<file path="src/rtl/bow_tx_frame_buf_if.sv">
// APB-style write/status port of the BoW transmit framer: word and sideband
// bits flow master -> slave, ready/read data/error flow back.
interface bow_tx_frame_buf_if #(
    parameter int DATA_W = 16
);
    logic              psel;
    logic              penable;
    logic              pwrite;
    logic [DATA_W-1:0] pwdata;
    logic              fec_in;
    logic              aux_in;
    logic              pready;
    logic [DATA_W-1:0] prdata;
    logic              pslverr;

    modport master (
        output psel, penable, pwrite, pwdata, fec_in, aux_in,
        input  pready, prdata, pslverr
    );

    modport slave (
        input  psel, penable, pwrite, pwdata, fec_in, aux_in,
        output pready, prdata, pslverr
    );
endinterface

</file>
<file path="src/rtl/bow_tx_frame_buf.sv">
// BoW transmit framer: circular word buffer filled over APB, drained to the lane in
// SOF/EOF-delimited frames with PRBS training fill. Define BOW_TX_PARITY_EN to add tx_parity.
module bow_tx_frame_buf #(
    parameter int          DATA_W     = 16,
    parameter int          DEPTH      = 32,
    parameter int          FRAME_LEN  = 32,
    parameter int          GAP_CYCLES = 2,
    parameter logic [15:0] PRBS_SEED  = 16'hACE1
) (
    input  logic                       txclk,
    input  logic                       presetn,
    bow_tx_frame_buf_if.slave          apb,
    input  logic                       rx_ready,
    output logic [DATA_W-1:0]          tx_data,
    output logic                       tx_valid,
    output logic                       tx_sof,
    output logic                       tx_eof,
    output logic                       fec_out,
    output logic                       aux_out,
`ifdef BOW_TX_PARITY_EN
    output logic                       tx_parity,
`endif
    output logic [$clog2(DEPTH+1)-1:0] buf_level
);

    localparam int PTR_W = (DEPTH > 1) ? $clog2(DEPTH) : 1;
    localparam int LVL_W = $clog2(DEPTH + 1);
    localparam int CNT_W = $clog2(FRAME_LEN + 1);
    localparam int GAP_W = 4;
    localparam int REP   = DATA_W / 16;

    typedef enum logic [1:0] {
        S_TRAIN,
        S_SEND,
        S_PAUSE,
        S_GAP
    } state_t;

    typedef struct packed {
        logic [DATA_W-1:0] data;
        logic              fec;
        logic              aux;
    } entry_t;

    function automatic logic [15:0] prbs_step(input logic [15:0] l);
        return {l[14:0], l[15] ^ l[13] ^ l[12] ^ l[10]};
    endfunction

    function automatic logic [PTR_W-1:0] ptr_inc(input logic [PTR_W-1:0] p);
        return (p == PTR_W'(DEPTH - 1)) ? '0 : p + 1'b1;
    endfunction

    entry_t             mem_q [DEPTH];
    entry_t             rd_word;

    state_t             state_q, state_d;
    logic [PTR_W-1:0]   wptr_q, wptr_d;
    logic [PTR_W-1:0]   rptr_q, rptr_d;
    logic [LVL_W-1:0]   level_q, level_d;
    logic [CNT_W-1:0]   sent_q, sent_d;
    logic [GAP_W-1:0]   gap_q, gap_d;
    logic [15:0]        lfsr_q, lfsr_d;

    logic [DATA_W-1:0]  tx_data_q, tx_data_d;
    logic               tx_valid_q, tx_valid_d;
    logic               tx_sof_q, tx_sof_d;
    logic               tx_eof_q, tx_eof_d;
    logic               fec_q, fec_d;
    logic               aux_q, aux_d;

    logic               access;
    logic               full;
    logic               rd_en;
    logic               wr_en;

    // A word leaving on this edge frees a slot, so a full buffer can still take a write.
    assign access      = apb.psel & apb.penable;
    assign full        = (level_q == LVL_W'(DEPTH));
    assign wr_en       = access & apb.pwrite & (~full | rd_en);
    assign apb.pready  = access & (~apb.pwrite | ~full | rd_en);
    assign apb.prdata  = (access & ~apb.pwrite) ? {1'b0, (DATA_W-1)'(level_q)} : '0;
    assign apb.pslverr = 1'b0;

    assign rd_word = mem_q[rptr_q];

    // NOTE: every signal written here gets a default first, so no path leaves one unassigned and infers a latch.
    always_comb begin
        state_d    = state_q;
        sent_d     = sent_q;
        gap_d      = gap_q;
        lfsr_d     = lfsr_q;
        rd_en      = 1'b0;
        tx_data_d  = tx_data_q;
        tx_valid_d = 1'b0;
        tx_sof_d   = 1'b0;
        tx_eof_d   = 1'b0;
        fec_d      = 1'b0;
        aux_d      = 1'b0;

        case (state_q)
            S_TRAIN: rd_en = rx_ready && (level_q >= LVL_W'(FRAME_LEN));
            S_SEND, S_PAUSE: begin
                rd_en = rx_ready;
                if (!rx_ready) begin
                    state_d = S_PAUSE;
                end
            end
            S_GAP: begin
                if (gap_q == GAP_W'(GAP_CYCLES - 1)) begin
                    gap_d   = '0;
                    state_d = S_TRAIN;
                end else begin
                    gap_d = gap_q + 1'b1;
                end
            end
            default: state_d = S_TRAIN;
        endcase

        if (rd_en) begin
            tx_valid_d = 1'b1;
            tx_sof_d   = (state_q == S_TRAIN);
            tx_data_d  = rd_word.data;
            fec_d      = rd_word.fec;
            aux_d      = rd_word.aux;
            tx_eof_d   = (state_q == S_TRAIN) ? (FRAME_LEN == 1)
                                              : (sent_q == CNT_W'(FRAME_LEN - 1));
            if (tx_eof_d) begin
                sent_d  = '0;
                state_d = (GAP_CYCLES > 0) ? S_GAP : S_TRAIN;
            end else begin
                sent_d  = (state_q == S_TRAIN) ? CNT_W'(1) : sent_q + 1'b1;
                state_d = S_SEND;
            end
        end else begin
            // Lane is idle or paused: the LFSR keeps running, but a paused lane holds its last word.
            lfsr_d = prbs_step(lfsr_q);
            if (state_q == S_TRAIN || state_q == S_GAP) begin
                tx_data_d = {REP{lfsr_q}};
            end
        end
    end

    always_comb begin
        wptr_d  = wr_en ? ptr_inc(wptr_q) : wptr_q;
        rptr_d  = rd_en ? ptr_inc(rptr_q) : rptr_q;
        level_d = level_q;
        case ({wr_en, rd_en})
            2'b10:   level_d = level_q + 1'b1;
            2'b01:   level_d = level_q - 1'b1;
            default: level_d = level_q;
        endcase
    end

    // NOTE: sequential state uses non-blocking assignments so every register samples pre-edge values.
    always_ff @(posedge txclk or negedge presetn) begin
        if (!presetn) begin
            state_q    <= S_TRAIN;
            wptr_q     <= '0;
            rptr_q     <= '0;
            level_q    <= '0;
            sent_q     <= '0;
            gap_q      <= '0;
            lfsr_q     <= PRBS_SEED;
            tx_data_q  <= '0;
            tx_valid_q <= 1'b0;
            tx_sof_q   <= 1'b0;
            tx_eof_q   <= 1'b0;
            fec_q      <= 1'b0;
            aux_q      <= 1'b0;
        end else begin
            state_q    <= state_d;
            wptr_q     <= wptr_d;
            rptr_q     <= rptr_d;
            level_q    <= level_d;
            sent_q     <= sent_d;
            gap_q      <= gap_d;
            lfsr_q     <= lfsr_d;
            tx_data_q  <= tx_data_d;
            tx_valid_q <= tx_valid_d;
            tx_sof_q   <= tx_sof_d;
            tx_eof_q   <= tx_eof_d;
            fec_q      <= fec_d;
            aux_q      <= aux_d;
        end
    end

    // NOTE: the buffer array has no reset; zeroed pointers and level make stale entries unreachable.
    always_ff @(posedge txclk) begin
        if (wr_en) begin
            mem_q[wptr_q] <= '{data: apb.pwdata, fec: apb.fec_in, aux: apb.aux_in};
        end
    end

`ifdef BOW_TX_PARITY_EN
    logic tx_parity_q;

    always_ff @(posedge txclk or negedge presetn) begin
        if (!presetn) begin
            tx_parity_q <= 1'b0;
        end else begin
            tx_parity_q <= ^{tx_data_d, fec_d, aux_d};
        end
    end

    assign tx_parity = tx_parity_q;
`endif

    assign tx_data   = tx_data_q;
    assign tx_valid  = tx_valid_q;
    assign tx_sof    = tx_sof_q;
    assign tx_eof    = tx_eof_q;
    assign fec_out   = fec_q;
    assign aux_out   = aux_q;
    assign buf_level = level_q;

endmodule

</file>
<file path="src/flat_wrapper.sv">
// flat-port wrapper written by rule: the top's interface ports become plain ports
module bow_tx_frame_buf_flat 
#(
    parameter int          DATA_W     = 16,
    parameter int          DEPTH      = 32,
    parameter int          FRAME_LEN  = 32,
    parameter int          GAP_CYCLES = 2,
    parameter logic [15:0] PRBS_SEED  = 16'hACE1
)
  (txclk, presetn, rx_ready, tx_data, tx_valid, tx_sof, tx_eof, fec_out, aux_out, buf_level, apb_psel, apb_penable, apb_pwrite, apb_pwdata, apb_fec_in, apb_aux_in, apb_pready, apb_prdata, apb_pslverr);
  bow_tx_frame_buf_if #(.DATA_W(DATA_W)) apb_i ();
  input  logic txclk;
  input  logic presetn;
  input  logic rx_ready;
  output logic [DATA_W-1:0] tx_data;
  output logic tx_valid;
  output logic tx_sof;
  output logic tx_eof;
  output logic fec_out;
  output logic aux_out;
  output logic [$clog2(DEPTH+1)-1:0] buf_level;
  input wire logic [$bits(apb_i.psel)-1:0] apb_psel;
  input wire logic [$bits(apb_i.penable)-1:0] apb_penable;
  input wire logic [$bits(apb_i.pwrite)-1:0] apb_pwrite;
  input wire logic [$bits(apb_i.pwdata)-1:0] apb_pwdata;
  input wire logic [$bits(apb_i.fec_in)-1:0] apb_fec_in;
  input wire logic [$bits(apb_i.aux_in)-1:0] apb_aux_in;
  output wire logic [$bits(apb_i.pready)-1:0] apb_pready;
  output wire logic [$bits(apb_i.prdata)-1:0] apb_prdata;
  output wire logic [$bits(apb_i.pslverr)-1:0] apb_pslverr;
  assign apb_i.psel = apb_psel;
  assign apb_i.penable = apb_penable;
  assign apb_i.pwrite = apb_pwrite;
  assign apb_i.pwdata = apb_pwdata;
  assign apb_i.fec_in = apb_fec_in;
  assign apb_i.aux_in = apb_aux_in;
  assign apb_pready = apb_i.pready;
  assign apb_prdata = apb_i.prdata;
  assign apb_pslverr = apb_i.pslverr;
  bow_tx_frame_buf #(.DATA_W(DATA_W), .DEPTH(DEPTH), .FRAME_LEN(FRAME_LEN), .GAP_CYCLES(GAP_CYCLES), .PRBS_SEED(PRBS_SEED)) u_core (.txclk(txclk), .presetn(presetn), .apb(apb_i), .rx_ready(rx_ready), .tx_data(tx_data), .tx_valid(tx_valid), .tx_sof(tx_sof), .tx_eof(tx_eof), .fec_out(fec_out), .aux_out(aux_out), .buf_level(buf_level));
endmodule
</file>
<file path="config.mk">
export PLATFORM = sky130hd
export DESIGN_NAME = bow_tx_frame_buf_flat
export DESIGN_NICKNAME = d
export VERILOG_FILES = /design/src/rtl/bow_tx_frame_buf_if.sv /design/src/rtl/bow_tx_frame_buf.sv /design/src/flat_wrapper.sv
export SDC_FILE = /design/constraint.sdc
export NUM_CORES = 1
export LEC_CHECK = 0
export CAP_MARGIN = 15
export CORE_UTILIZATION = 55
export CTS_BUF_LIST = sky130_fd_sc_hd__clkbuf_16
export CTS_CLUSTER_DIAMETER = 40
export DETAILED_ROUTE_END_ITERATION = 6
export PLACE_DENSITY = 0.74
export SETUP_SLACK_MARGIN = 0.2
export SLEW_MARGIN = 0
export SYNTH_ARGS = -nofsm -noshare
export SYNTH_HDL_FRONTEND = slang
export SYNTH_SLANG_ARGS = --single-unit
</file>
<file path="constraint.sdc">
create_clock -name txclk -period 3.9 [get_ports txclk]
set_input_delay 0.39 -clock txclk [delete_from_list [all_inputs] [get_ports txclk]]
set_output_delay 0.39 -clock txclk [all_outputs]
set_load 0.1 [all_outputs]
</file>
# After elaboration in Yosys (flattened, before gate mapping)
# Memories as Yosys holds them, arrays and structs flattened.
# Index checks and enable logic that the tools add are counted.
# totals
register_bits,65
ramBits,576
in_bits,24
output_inout_bits,45
wordCells,77
memories,1
# memory_table
name,depth,word_bits,rd,rd_clocked_by_memory_dff,wr,line,text
u_core.mem_q,32,18,1,0,1,bow_tx_frame_buf.sv:53,entry_t mem_q [DEPTH];
# op_classes
n_addsub,6
order_cmp,1
eq_ne,12
mux,23
n_bitwise,13
reduce_logical,8
# ops
op,n
$mux 16,2
$mux 6,3
$add 6x1->6 const B,2
$pmux 6 s2,1
$add 5x1->5 const B,2
$eq 5x5->1 const B,2
$mux 5,2
$mux 1,8
$mux 2,4
$eq 2x2->1 const B,3
$eq 6x5->1 const B,1
$eq 6x6->1 const B,1
$ge 6x6->1 const B,1
$sub 6x1->6 const B,1
$and 1x1->1,5
$add 4x1->4 const B,1
$eq 2x1->1 const B,2
$eq 4x1->1 const B,1
$mux 4,1
$pmux 2 s2,1
$reduce_bool 2->1,2
$ne 3x1->1 const B,1
$ne 3x2->1 const B,1
$or 1x1->1,3
9 further kinds,12

# Logic depth before layout (Yosys ltp)
# depth
depth_word,7
depth_mapped,18
depth_no_buf,14

# Worst setup path before layout
# Ideal clock, no wire load.
# synth_timing
path_kind,reg2out
from,"reg u_core.level_q[5], in the netlist u_core.buf_level[5]"
to,out apb_pready
t_arrival_ns,3.336
t_required_ns,3.510
path_slack_ns,0.174
stages_incl_launch_ff,6
path_buffers,2
path_cell_list,dfrtp_1 a21oi_1 or2_0 buf_2 clkbuf_1 a41oi_1
# synth_between
elab_chain_len,5
# synth_rtl
element,line,text
"start, declared",bow_tx_frame_buf.sv:59,"logic [LVL_W-1:0] level_q, level_d;"
"start signal, assigned",bow_tx_frame_buf.sv:174,level_q <= level_d;
$ge 6x6->1 or $eq 6x6->1 (tied branches),"bow_tx_frame_buf.sv:101, bow_tx_frame_buf.sv:78",
$logic_and 1x1->1 or $not 1->1 (tied branches),"bow_tx_frame_buf.sv:101, bow_tx_frame_buf.sv:80",
$pmux 1 s2 or $or 1x1->1 (tied branches),"bow_tx_frame_buf.sv:100, bow_tx_frame_buf.sv:80",
$or 1x1->1 (*),bow_tx_frame_buf.sv:80,assign apb.pready = access & (~apb.pwrite | ~full | rd_en);
$and 1x1->1 (*),bow_tx_frame_buf.sv:80,
"end, declared",flat_wrapper.sv:28,output wire logic [$bits(apb_i.pready)-1:0] apb_pready;
# Every way passes the cells marked *; elsewhere a longest branch is shown, timed or not.

# Final worst setup path
# layout_timing
from,reg u_core.state_q[0]
to,"reg u_core.level_q[5], in the netlist u_core.buf_level[5]"
# layout_between
elab_chain_len,7
# layout_rtl
element,line,text
"start, declared",bow_tx_frame_buf.sv:56,"state_t state_q, state_d;"
"start signal, assigned",bow_tx_frame_buf.sv:171,state_q <= state_d;
$eq 2x1->1 or $eq 2x2->1 (tied branches),bow_tx_frame_buf.sv:100,case (state_q)
$reduce_or 2->1,bow_tx_frame_buf.sv:100,
$pmux 1 s2 (*),bow_tx_frame_buf.sv:100,
$or 1x1->1,bow_tx_frame_buf.sv:79,assign wr_en = access & apb.pwrite & (~full | rd_en);
$and 1x1->1,bow_tx_frame_buf.sv:79,
$eq 2x1->1 or $eq 2x2->1 (tied branches),bow_tx_frame_buf.sv:147,"case ({wr_en, rd_en})"
$pmux 6 s2 or $reduce_bool 2->1 (tied branches),n/a,
# Marked as above.
# A chain may end at the register's enable or synchronous reset.

==> impl_metrics.prom <==
# TYPE chip_impl_metric gauge
chip_impl_info{name="netlist.top_cell.by_area",value="sky130_fd_sc_hd__edfxtp_1"} 1
chip_impl_metric{name="crit_arrival",unit="ps"} 3800
chip_impl_metric{name="route.final.wire_length",unit="µm"} 57700
chip_impl_metric{name="post_drt_via_cell_ratio",unit=""} 6.23
chip_impl_metric{name="ir_drop",unit="µV"} 758
chip_impl_metric{name="cts_num_sinks",unit=""} 641
chip_impl_metric{name="slew_viol_final",unit=""} 0
chip_impl_metric{name="antenna_found_initial",unit=""} 1
chip_impl_metric{name="global_route.overflow_total",unit=""} 0
chip_impl_metric{name="fill_cells",unit=""} 2959
chip_impl_metric{name="remaining_drc_errors",unit=""} 0
chip_impl_metric{name="ys_async_sr_fraction",unit=""} 0.101
chip_impl_metric{name="cts-htree-levels",unit=""} 3
chip_impl_metric{name="syn_to_final_growth",unit="%"} 16.3
chip_impl_metric{name="cts.clk_slew.worst_paths",unit="ps"} 60
chip_impl_metric{name="crit_buf_inv",unit=""} 4
chip_impl_info{name="outcome",value="finished, final reports clean"} 1
chip_impl_metric{name="highest_clock_frequency_the_design_can_meet",unit="MHz"} 299
chip_impl_info{name="grt_setup_unrepaired",value="false"} 1
chip_impl_metric{name="hpwl",unit="µm"} 34100
chip_impl_metric{name="grt_max_degree",unit=""} 60
chip_impl_metric{name="clock_insertion_delay_worst_skew",unit="ps"} 590
chip_impl_metric{name="num_antenna_cells",unit=""} 0
chip_impl_info{name="critical_path.endpoint_type",value="flip-flop"} 1
chip_impl_metric{name="ff_latch_area",unit="mm²"} 0.0189
chip_impl_info{name="cp_top_family",value="buffers and inverters"} 1
chip_impl_metric{name="setup_violations",unit=""} 0
chip_impl_metric{name="fraction_of_power_spent_switching_nets",unit=""} 0.339
chip_impl_metric{name="timing.max_cap.violations",unit=""} 0
chip_impl_info{name="cts.root.buffer_cell",value="sky130_fd_sc_hd__clkbuf_16"} 1
chip_impl_metric{name="power_frac_clock",unit=""} 0.320
chip_impl_metric{name="die_area",unit="mm²"} 0.0472
chip_impl_info{name="leading_cell_types_by_total_area_after_synthesis",value="sky130_fd_sc_hd__edfxtp_1 68%, sky130_fd_sc_hd__mux4_2 9.5%, sky130_fd_sc_hd__dfrtp_1 5.6%"} 1
chip_impl_metric{name="comb_power_share",unit=""} 0.293
chip_impl_metric{name="worst_ep_required_time",unit="ps"} 4360
chip_impl_metric{name="post-cts-setup-buffers",unit=""} 0
chip_impl_metric{name="num-nets-final",unit=""} 1576
chip_impl_metric{name="placement_rows",unit=""} 78
chip_impl_metric{name="power.switching",unit="mW"} 7.43
chip_impl_metric{name="dieHeight",unit="µm"} 217
chip_impl_metric{name="clockBufferDepth",unit=""} 3
chip_impl_metric{name="yosysSeqAreaShare",unit=""} 0.742
chip_impl_metric{name="period_minus_slack",unit="ps"} 3340
chip_impl_metric{name="multiInputGateArea",unit="mm²"} 0.00616
chip_impl_metric{name="initial_core_util",unit=""} 0.560
chip_impl_metric{name="buffer_ports.inserted",unit=""} 57
chip_impl_metric{name="detail-route-antenna-nets",unit=""} 0
chip_impl_metric{name="io_pins",unit=""} 69
chip_impl_metric{name="mappedNetlistArea",unit="mm²"} 0.0255
chip_impl_info{name="synthMostInstantiatedCell",value="sky130_fd_sc_hd__edfxtp_1"} 1
chip_impl_metric{name="skew",unit="ps"} 20.6
chip_impl_info{name="setup.worst_path.class",value="reg -> reg"} 1
chip_impl_info{name="synth_top_cells_by_count",value="576 x sky130_fd_sc_hd__edfxtp_1, 108 x sky130_fd_sc_hd__mux4_2, 82 x sky130_fd_sc_hd__nand2_1"} 1
chip_impl_metric{name="place.detailed.instances",unit=""} 2058
chip_impl_metric{name="cts_buffers",unit=""} 74
chip_impl_info{name="slowest_stage",value="sky130_fd_sc_hd__dfrtp_1"} 1
chip_impl_info{name="timing.hold.worst.class",value="in -> async"} 1
chip_impl_metric{name="detailroute.via_count",unit=""} 13700
chip_impl_metric{name="detail_route.first_pass.iterations",unit=""} 5
chip_impl_metric{name="synth_cell_type_count",unit=""} 58
chip_impl_metric{name="fin_setup_tns",unit="ps"} 0
chip_impl_metric{name="slew_headroom",unit=""} 0.200
chip_impl_metric{name="grt.total_usage",unit=""} 0.250
chip_impl_metric{name="total_leakage_power",unit="nW"} 9.93
chip_impl_metric{name="grt_pass1_vias",unit=""} 13500
chip_impl_metric{name="critPathMaxStageDelay",unit="ps"} 400
chip_impl_metric{name="number_of_cells_produced_by_synthesis",unit=""} 1404
chip_impl_metric{name="yosysTopAreaCellShare",unit=""} 0.678
chip_impl_metric{name="p_int",unit="mW"} 14.5
chip_impl_metric{name="detail_route.iter0.violations",unit=""} 1809
chip_impl_metric{name="synthesis.yosys.warnings",unit=""} 0
chip_impl_metric{name="synth-seq-cells",unit=""} 641
chip_impl_metric{name="avgRoutedWirePerCell",unit="µm"} 26.3
chip_impl_metric{name="finalCritPeriodShare",unit=""} 0.856
chip_impl_metric{name="gp_congestion",unit=""} 0.898
chip_impl_info{name="tritoncts",value="done"} 1
chip_impl_metric{name="hold_violations",unit=""} 0
chip_impl_metric{name="reg_power_frac",unit=""} 0.388
chip_impl_metric{name="cts_hold_buffers",unit=""} 1
chip_impl_metric{name="synth-edff-count",unit=""} 576
chip_impl_metric{name="core_area",unit="mm²"} 0.0456
chip_impl_metric{name="wire_length_of_the_first_global_routing_pass",unit="µm"} 85400
chip_impl_info{name="path_cells",value="inv_1, ha_1, a21oi_1, or2_2, buf_4, inv_1, buf_4, ha_1, and2_1, o21ai_0, a31oi_1, o22ai_1, xor2_1"} 1
chip_impl_metric{name="fraction_of_final_layout_cells_sized_beyond_drive_strength_1",unit=""} 0.253
chip_impl_metric{name="pwr_density_cell",unit="mW/mm²"} 739
chip_impl_info{name="leading_register_cell_type_out_of_synthesis",value="sky130_fd_sc_hd__edfxtp_1"} 1
chip_impl_info{name="timing.critical_path.from_type",value="flip-flop"} 1
chip_impl_metric{name="fin_worst_hold_slack",unit="ps"} 451
chip_impl_metric{name="post_cts_resized",unit=""} 0
chip_impl_metric{name="layout.cells.non_filler",unit=""} 2196
chip_impl_metric{name="postSynthAreaPerCell",unit="µm²"} 18.2
chip_impl_metric{name="worst-slew-pin-transition",unit="ps"} 1200
chip_impl_metric{name="largest_fanout_on_the_critical_path",unit=""} 53
chip_impl_metric{name="die_x",unit="µm"} 217
-- power groups by stage --
stage | Sequential [mW] | Combinational [mW] | Clock, mW
finish | 8.50 | 6.42 | 7.01
global placement | 8.61 | 6.29 | 0
detailed placement | 8.63 | 6.38 | 0
global route | 8.56 | 6.81 | 7.34
floorplan | 9.19 | 3.92 | 0
CTS | 8.50 | 6.42 | 7.08
-- routing by layer --
| layer | part of all wire | global-route usage |
|---|---|---|
| met5 | 0.00021 | 0 |
| met4 | 0.035 | 0.0969 |
| met3 | 0.093 | 0.0572 |
| met2 | 0.46 | 0.376 |
| met1 | 0.41 | 0.359 |
-- worst reg2reg max path: stages, from the launching register on --
cell	delay, ps
sky130_fd_sc_hd__dfrtp_1	400
sky130_fd_sc_hd__inv_1	100
sky130_fd_sc_hd__ha_1	310
sky130_fd_sc_hd__a21oi_1	130
sky130_fd_sc_hd__or2_2	320
sky130_fd_sc_hd__buf_4	320
sky130_fd_sc_hd__inv_1	150
sky130_fd_sc_hd__buf_4	380
sky130_fd_sc_hd__ha_1	350
sky130_fd_sc_hd__and2_1	180
sky130_fd_sc_hd__o21ai_0	120
sky130_fd_sc_hd__a31oi_1	200
sky130_fd_sc_hd__o22ai_1	110
sky130_fd_sc_hd__xor2_1	150
-- state kept, by name, indices dropped and copies added (netlist names) --
| register | cells |
|---|---|
| u_core.mem_q | 576 |
| u_core.lfsr_q | 16 |
| u_core.tx_data | 16 |
| u_core.buf_level | 6 |
| u_core.sent_q | 6 |
| u_core.rptr_q | 5 |
| u_core.wptr_q | 5 |
| u_core.gap_q | 4 |
| u_core.state_q | 2 |
| u_core.aux_out | 1 |
| u_core.fec_out | 1 |
| u_core.tx_eof | 1 |
| u_core.tx_sof | 1 |
| u_core.tx_valid | 1 |
-- final timing paths --
path / start / to / slack (ps) / cells after the start
hold reg to reg: u_core.lfsr_q[7]$_DFFE_PN1N_ / u_core.lfsr_q[7]$_DFFE_PN1N_ / 470 / 2
max in group asynchronous: presetn / u_core.lfsr_q[5]$_DFFE_PN1N_ / 2510 / 3
setup reg to reg: u_core.state_q[0]$_DFFE_PN0P_ / u_core.buf_level[5]$_DFFE_PN0P_ / 560 / 13
min in group txclk: u_core.lfsr_q[7]$_DFFE_PN1N_ / u_core.lfsr_q[7]$_DFFE_PN1N_ / 470 / 2
setup / recovery: u_core.state_q[0]$_DFFE_PN0P_ / u_core.buf_level[5]$_DFFE_PN0P_ / 560 / 13
hold / removal: presetn / u_core.buf_level[2]$_DFFE_PN0P_ / 450 / 2
-- placed cells by master, fill, tap and decap left out, drive strengths merged, types with 5 or more instances in the layout --
master and instances:
edfxtp 576, mux4 108, buf 88, nand2 82, clkbuf 79, nor2 76, dfrtp 57, clkdlybuf4s50 49
mux2i 45, nor3 36, nor2b 34, mux2 33, a211oi 30, nor4 30, inv 28, o21ai 26
a21oi 25, clkinv 22, o22ai 18, o221ai 15, ha 15, and2 12, conb 11, dfstp 8
xnor2 7, nand3 7, bufinv 7, xor2 6, nand2b 6, nand3b 6, clkinvlp 6, or2 5
-- kinds of logic (layout without fill, tap and decap cells) --
| logic type | count (synthesis) | after routing | share of synthesized area |
|---|---|---|---|
| DFF | 641 | 641 | 0.742 |
| adders and majority gates | 15 | 15 | 0.00736 |
| and+or+nand+nor | 310 | 310 | 0.0595 |
| other | 1 | 11 | 0.000147 |
| xor gates and xnor gates | 13 | 13 | 0.00446 |
| AOI/OAI and AO/OA | 140 | 140 | 0.0374 |
| buffers and inverters | 98 | 280 | 0.0212 |
| muxes | 186 | 186 | 0.128 |
-- through the flow --
stage / worst slack [ps] / area [µm²] / total power [mW] / util
6_report: 560 / 29700 / 21.9 / 0.651
5_1_grt: 210 / 29700 / 22.7 / 0.651
4_1_cts: 550 / 29600 / 22.0 / 0.650
3_5_place_dp: 484 / 27100 / 15.0 / 0.595
3_3_place_gp: 561 / 27100 / 14.9 / 0.595
2_1_floorplan: 289 / 25600 / 13.1 / -
-- area by class of cell --
type / instances / share of cell area
clock buffers: 79 / 0.0667
clock inverters: 56 / 0.0180
inverters: 7 / 0.000886
multi-input cells: 675 / 0.208
flip-flops and latches: 641 / 0.639
well taps: 600 / 0.0253
repair buffers: 138 / 0.0428
Power figures use the tool's default switching activity.
